**src/rtl/nibbler_pkg.sv**
```systemverilog
// Shared types and constants for the Nibbler control unit.
// Optional HALT opcode is enabled by defining NIBBLER_HALT_EN.
package nibbler_pkg;

    localparam int PC_W = 12;  // program counter and data address width
    localparam int OP_W = 4;   // opcode width (upper nibble of first byte)

    typedef enum logic [OP_W-1:0] {
        OP_ADDI = 4'h0, OP_ADDM = 4'h1, OP_SUBI = 4'h2, OP_SUBM = 4'h3,
        OP_NORI = 4'h4, OP_NORM = 4'h5, OP_LIT  = 4'h6, OP_LD   = 4'h7,
        OP_ST   = 4'h8, OP_IN   = 4'h9, OP_OUT  = 4'hA, OP_JMP  = 4'hB,
        OP_JZ   = 4'hC, OP_JC   = 4'hD, OP_CMPI = 4'hE, OP_NOP  = 4'hF
    } opcode_e;

    // ALU mode codes as {notCarryIn, S[2:0]}
    localparam logic [3:0] ALU_ADD      = 4'b1011;
    localparam logic [3:0] ALU_SUB      = 4'b0001;
    localparam logic [3:0] ALU_NOR      = 4'b1100;
    localparam logic [3:0] ALU_PASS_BUS = 4'b1010;
    localparam logic [3:0] ALU_PASS_A   = 4'b1000;

    typedef enum logic [1:0] {
        BUS_IMM  = 2'd0,
        BUS_RAM  = 2'd1,
        BUS_IN   = 2'd2,
        BUS_NONE = 2'd3
    } bus_sel_e;

    typedef enum logic [1:0] {
        ST_FETCH   = 2'd0,
        ST_OPERAND = 2'd1,
        ST_EXECUTE = 2'd2
    } state_e;

    // Opcodes whose address byte follows in the next ROM location
    function automatic logic is_two_byte(input logic [OP_W-1:0] op);
        case (op)
            OP_ADDM, OP_SUBM, OP_NORM, OP_LD,
            OP_ST, OP_JMP, OP_JZ, OP_JC: is_two_byte = 1'b1;
            default:                     is_two_byte = 1'b0;
        endcase
    endfunction

endpackage

```
**src/rtl/nibbler_control_unit_decoder.sv**
```systemverilog
// Combinational opcode decoder: produces strobes, ALU mode, bus source and
// jump decision. Everything stays idle outside an enabled EXECUTE cycle.
module nibbler_decoder
    import nibbler_pkg::*;
(
    input  logic       enable,
    input  logic [1:0] state,
    input  logic [7:0] ir,
    input  logic       notC_q,
    input  logic       notZ_q,
    output logic [3:0] alu_mode,
    output logic [1:0] bus_sel,
    output logic       load_A,
    output logic       load_out,
    output logic       mem_we,
    output logic       flag_we,
    output logic       jump_taken
);

    opcode_e op;
    assign op = opcode_e'(ir[7:4]);

    // Decode the latched instruction into this cycle's control word
    always_comb begin
        alu_mode   = ALU_PASS_A;
        bus_sel    = BUS_NONE;
        load_A     = 1'b0;
        load_out   = 1'b0;
        mem_we     = 1'b0;
        flag_we    = 1'b0;
        jump_taken = 1'b0;
        if (enable && state == ST_EXECUTE) begin
            case (op)
                OP_ADDI: begin alu_mode = ALU_ADD; bus_sel = BUS_IMM; load_A = 1'b1; flag_we = 1'b1; end
                OP_ADDM: begin alu_mode = ALU_ADD; bus_sel = BUS_RAM; load_A = 1'b1; flag_we = 1'b1; end
                OP_SUBI: begin alu_mode = ALU_SUB; bus_sel = BUS_IMM; load_A = 1'b1; flag_we = 1'b1; end
                OP_SUBM: begin alu_mode = ALU_SUB; bus_sel = BUS_RAM; load_A = 1'b1; flag_we = 1'b1; end
                OP_NORI: begin alu_mode = ALU_NOR; bus_sel = BUS_IMM; load_A = 1'b1; flag_we = 1'b1; end
                OP_NORM: begin alu_mode = ALU_NOR; bus_sel = BUS_RAM; load_A = 1'b1; flag_we = 1'b1; end
                OP_LIT:  begin alu_mode = ALU_PASS_BUS; bus_sel = BUS_IMM; load_A = 1'b1; end
                OP_LD:   begin alu_mode = ALU_PASS_BUS; bus_sel = BUS_RAM; load_A = 1'b1; end
                OP_IN:   begin alu_mode = ALU_PASS_BUS; bus_sel = BUS_IN;  load_A = 1'b1; end
                OP_ST:   mem_we   = 1'b1;
                OP_OUT:  load_out = 1'b1;
                OP_JMP:  jump_taken = 1'b1;
                OP_JZ:   jump_taken = ~notZ_q;
                OP_JC:   jump_taken = ~notC_q;
                // Compare is a subtract whose result is discarded
                OP_CMPI: begin alu_mode = ALU_SUB; bus_sel = BUS_IMM; flag_we = 1'b1; end
                default: ;
            endcase
        end
    end

endmodule

```
**src/rtl/nibbler_control_unit.sv**
```systemverilog
// Nibbler instruction sequencer: fetch FSM, PC, IR/operand and flags.
// Define NIBBLER_HALT_EN to make opcode 0xFF a sticky HALT.
module nibbler_control_unit
    import nibbler_pkg::*;
(
    input  logic            clk,
    input  logic            notReset,
    input  logic [7:0]      rom_data,
    input  logic            alu_notC,
    input  logic            alu_notZ,
    output logic [PC_W-1:0] pc,
    output logic [PC_W-1:0] data_addr,
    output logic [3:0]      imm,
    output logic [1:0]      bus_sel,
    output logic [2:0]      alu_S,
    output logic            alu_notCarryIn,
    output logic            load_A,
    output logic            load_out,
    output logic            mem_we,
    output logic            notC_q,
    output logic            notZ_q,
    output logic            halted,
    output logic [1:0]      state_dbg
);

    state_e          state, state_next;
    logic [PC_W-1:0] pc_q;
    logic [7:0]      ir;
    logic [7:0]      operand;
    logic [3:0]      alu_mode;
    logic            flag_we;
    logic            jump_taken;
    logic            halted_q;

    // Strobes are suppressed while reset is asserted or the core is halted
    nibbler_decoder u_decoder (
        .enable     (notReset & ~halted_q),
        .state      (state),
        .ir         (ir),
        .notC_q     (notC_q),
        .notZ_q     (notZ_q),
        .alu_mode   (alu_mode),
        .bus_sel    (bus_sel),
        .load_A     (load_A),
        .load_out   (load_out),
        .mem_we     (mem_we),
        .flag_we    (flag_we),
        .jump_taken (jump_taken)
    );

    // State register
    always_ff @(posedge clk) begin
        if (!notReset) state <= ST_FETCH;
        else           state <= state_next;
    end

    // Next-state: two-byte opcodes detour through OPERAND; halt parks in FETCH
    always_comb begin
        state_next = state;
        if (!halted_q) begin
            case (state)
                ST_FETCH:   state_next = is_two_byte(rom_data[7:4]) ? ST_OPERAND : ST_EXECUTE;
                ST_OPERAND: state_next = ST_EXECUTE;
                ST_EXECUTE: state_next = ST_FETCH;
                default:    state_next = ST_FETCH;
            endcase
        end
    end

    // PC, instruction, operand and flag registers; PC wraps modulo 2^PC_W
    always_ff @(posedge clk) begin
        if (!notReset) begin
            pc_q    <= '0;
            ir      <= 8'hF0;
            operand <= 8'h00;
            notC_q  <= 1'b1;
            notZ_q  <= 1'b1;
        end else if (!halted_q) begin
            case (state)
                ST_FETCH: begin
                    ir   <= rom_data;
                    pc_q <= pc_q + PC_W'(1);
                end
                ST_OPERAND: begin
                    operand <= rom_data;
                    pc_q    <= pc_q + PC_W'(1);
                end
                ST_EXECUTE: begin
                    if (jump_taken) pc_q <= {ir[3:0], operand};
                    if (flag_we) begin
                        notC_q <= alu_notC;
                        notZ_q <= alu_notZ;
                    end
                end
                default: ;
            endcase
        end
    end

`ifdef NIBBLER_HALT_EN
    // Sticky halt on opcode 0xFF; only reset clears it
    always_ff @(posedge clk) begin
        if (!notReset)
            halted_q <= 1'b0;
        else if (!halted_q && state == ST_EXECUTE && ir == 8'hFF)
            halted_q <= 1'b1;
    end
`else
    assign halted_q = 1'b0;
`endif

    assign pc             = pc_q;
    assign data_addr      = {ir[3:0], operand};
    assign imm            = ir[3:0];
    assign alu_notCarryIn = alu_mode[3];
    assign alu_S          = alu_mode[2:0];
    assign halted         = halted_q;
    assign state_dbg      = state;

endmodule
```
**config.mk**
```make
export PLATFORM = sky130hd
export DESIGN_NAME = nibbler_control_unit
export DESIGN_NICKNAME = d
export VERILOG_FILES = /design/src/rtl/nibbler_pkg.sv /design/src/rtl/nibbler_control_unit_decoder.sv /design/src/rtl/nibbler_control_unit.sv
export SDC_FILE = /design/constraint.sdc
export NUM_CORES = 1
export LEC_CHECK = 0
export ABC_CLOCK_PERIOD_IN_PS = 2500
export CORE_AREA = 2 2 59 61
export CTS_CLUSTER_SIZE = 30
export DETAILED_ROUTE_END_ITERATION = 6
export DIE_AREA = 0 0 61 63
export DONT_BUFFER_PORTS = 1
export PLACE_DENSITY = 0.69
export SETUP_SLACK_MARGIN = 0.05
export SLEW_MARGIN = 20
export SYNTH_ARGS = -nofsm -noshare
export SYNTH_HDL_FRONTEND = slang
export SYNTH_SLANG_ARGS = --single-unit
```
**constraint.sdc**
```tcl
create_clock -name clk -period 2.5 [get_ports clk]
set_input_delay 0.5 -clock clk [delete_from_list [all_inputs] [get_ports clk]]
set_output_delay 0.5 -clock clk [all_outputs]
set_load 0.01 [all_outputs]
```
==> out/results.tsv <==
stage	metric	value	unit
run_status	outcome	completed	
floorplan	initial_core_util	0.527	
pwr	irDropWorstVdd	381	uV
sta	min_period_over_period	0.890	
floorplan	core_area	3230	um^2
sta	slew_violations	0	
placed_design	numPortBuffers	0	
yosys	synth_top_cell_by_area	dfxtp_1	
yosys	synth.distinct_cells	42	
placed_design	dp_hpwl	3.21	mm
layout	antenna_cells	0	
floorplan	io_pins	54	
critical_path	max_stage_delay	0.35	ns
clock_tree	hold_buffers	0	
clock_tree	cts_root_buffer	clkbuf_4	
placed_design	gp_congestion	0.818	
sta	setup_viol	0	
global_route	gr-total-overflow	0	
layout	fill_cells	312	
clock_tree	clk_latency	0.34	ns
critical_path	cp-end-kind	output port	
critical_path	arrival	1.72	ns
yosys	synth_edf_count	0	
global_route	grt_usage	0.240	
critical_path	critPathKind	reg -> out	
detailed_routing	via_per_inst	6.00	
global_route	grt_max_degree	28	
clock_tree	postCtsResizedCells	0	
clock_tree	cts_max_level	2	
global_route	grt_pass1_wl	6.98	mm
pwr	power_leakage	0.649	nW
yosys	synth_most_common_cell	dfxtp_1	
yosys	seq_area_frac_synth	0.376	
detailed_routing	wl_per_cell	16.9	um
critical_path	critPathRequiredTime	2.00	ns
global_route	grt_pass1_vias	1437	
detailed_routing	drt_iter0_markers	123	
yosys	netlist_top_cells_area	dfxtp_1, mux2i_1, nand2_1, nor2_1, nand3_1	
yosys	syn-num-nets	227	
yosys	synthCells	214	
sta	tns	0	ns
sta	finalHoldViolCount	0	
pwr	power_density	623	nW/um^2
clock_tree	cts_num_sinks	32	
yosys	synthFlopType	dfxtp_1	
critical_path	critPathTopFamily	simple AND/OR/NAND/NOR gates	
global_route	antenna_found_initial	0	
detailed_routing	drc_errors	0	
sta	period_minus_slack	2.22	ns
yosys	ys_seq_elements	32	
flow_run	maxCapViolCount	0	
yosys	synth_common_cells	dfxtp_1, nand2_1, nor2_1	
critical_path	start_kind	register	
clock_tree	cts_buffers	5	
yosys	ys_warn_count	0	
floorplan	die-area	3840	um^2
detailed_routing	antenna_left	0	
sta	fin_ws	0.275	ns
clock_tree	cts.clk_slew.worst_paths	0.09	ns
yosys	synthArstFlopShare	0	
critical_path	cp_max_fo	5	
yosys	syn-cell-area	1700	um^2
sta	rsz0062_at_grt	no	
detailed_routing	drt_first_pass_iters	4	
layout	drive_gt1_frac	0.100	
detailed_routing	vias	1537	
detailed_routing	finalWirelength	4.32	mm
floorplan	rows	21	
clock_tree	cts_tree	yes	
critical_path	path_cells	nor2b_1 -> nand2_1 -> or3_1 -> nor3b_1 -> buf_4	
sta	max_freq	450	MHz
critical_path	critical_path_buf_inv_count	1	
floorplan	fp.dieH	63	um
floorplan	chipWidth	61	um
yosys	synth_top_area_share	0.376	
sta	fin_skew	0.0139	ns
layout	area_growth	4.11	%
yosys	syn_area_per_cell	7.96	um^2
layout	nets	222	
clock_tree	cts_buffer_depth	2	
critical_path	cp_slowest_cell	or3_1	
clock_tree	cts_setup_buffers	0	
min_path	holdCritPathClass	in -> reg	
placed_design	place_ws	0.393	ns
==> kinds of logic (layout without fill, tap and decap cells) <==
kind of cell / count (synthesis) / in the layout / share of synthesized area
DFF: 32 / 32 / 0.376
other: 1 / 1 / 0.00220
muxes: 11 / 11 / 0.0646
adders and majority gates: 1 / 1 / 0.00734
xor gates and xnor gates: 1 / 1 / 0.00514
buffers and inverters: 23 / 19 / 0.0712
AOI/OAI and AO/OA: 40 / 40 / 0.169
and+or+nand+nor: 105 / 105 / 0.305
==> path summary, 6_finish.rpt <==
| path | slack, ns | from | to | cells past startpoint |
|---|---|---|---|---|
| hold reg to reg | 0.56 | operand[1] | pc[1] | 2 |
| hold / removal | 0.23 | notReset | notC_q | 1 |
| setup reg to reg | 0.33 | ir[6] | pc[11] | 5 |
| setup / recovery | 0.28 | state_dbg[1] | load_out | 5 |
==> worst reg2reg max path: stages (launching register included) <==
cell	delay (ns)
dfxtp_1	0.58
or4b_1	0.49
a311oi_2	0.37
and2_1	0.34
nand2_1	0.11
a41oi_2	0.20
==> registers in the layout, indices dropped and copies added, names as in the netlist <==
signal and count:
notZ_q 1, notC_q 1, pc 12, state_dbg 2, ir 8, operand 8
==> per-stage QoR <==
step	hold slack, ns	std cells	area (um^2)	total power (W)	utilization
6_report	0.229	256	1770	0.00111	0.549
2_1_floorplan	0.458	214	1700	0.000767	-
4_1_cts	0.222	256	1770	0.00111	0.549
3_3_place_gp	0.547	248	1710	0.000791	0.530
3_5_place_dp	0.555	248	1710	0.000799	0.530
5_1_grt	0.225	256	1770	0.00116	0.549
==> cell usage in the layout (no fill, tap or decap), drive strengths merged, types with 2 or more instances in the layout <==
cell type  netlist  final
nand2b           5      5
nand4            2      2
nand2           29     29
a211oi           2      2
nor2            27     27
a31oi            3      3
o211ai           5      5
dfxtp           32     32
nor2b            4      4
nand3           14     14
o41a             2      2
a311oi           3      3
nor4b            2      2
a41oi            2      2
and3             3      3
clkbuf          10      7
buf             10      8
or3              4      4
a21oi           12     12
inv              3      3
and2             2      2
nor3             5      5
o21ai            7      7
mux2i           11     11
==> final cells by class <==
type	instances	area, um^2	share of cell area
clock inverters	1	7.51	0.00423
flip-flops and latches	32	641	0.361
clock buffers	7	55.1	0.0310
inverters	3	11.3	0.00635
multi-input cells	159	942	0.531
repair buffers	8	60.1	0.0339
well taps	46	57.6	0.0324
==> metal layers <==
| metal | wire [um] | vias up | track usage | share of wire |
|---|---|---|---|---|
| met2 | 2100 | 70 | 0.366 | 0.49 |
| met3 | 401 | 6 | 0.0911 | 0.093 |
| met4 | 40 | 0 | 0.0734 | 0.0093 |
| met5 | 0 | - | 0 | 0 |
| li1 | - | 742 | - | - |
| met1 | 1770 | 719 | 0.312 | 0.41 |
==> where the power goes <==
group          internal (W)  total (W)  switching [W]
registers          0.000545   0.000618      0.0000735
clock network      0.000138   0.000316       0.000178
logic             0.0000709   0.000172       0.000101
Note: power is estimated with default switching activity, not from simulation.
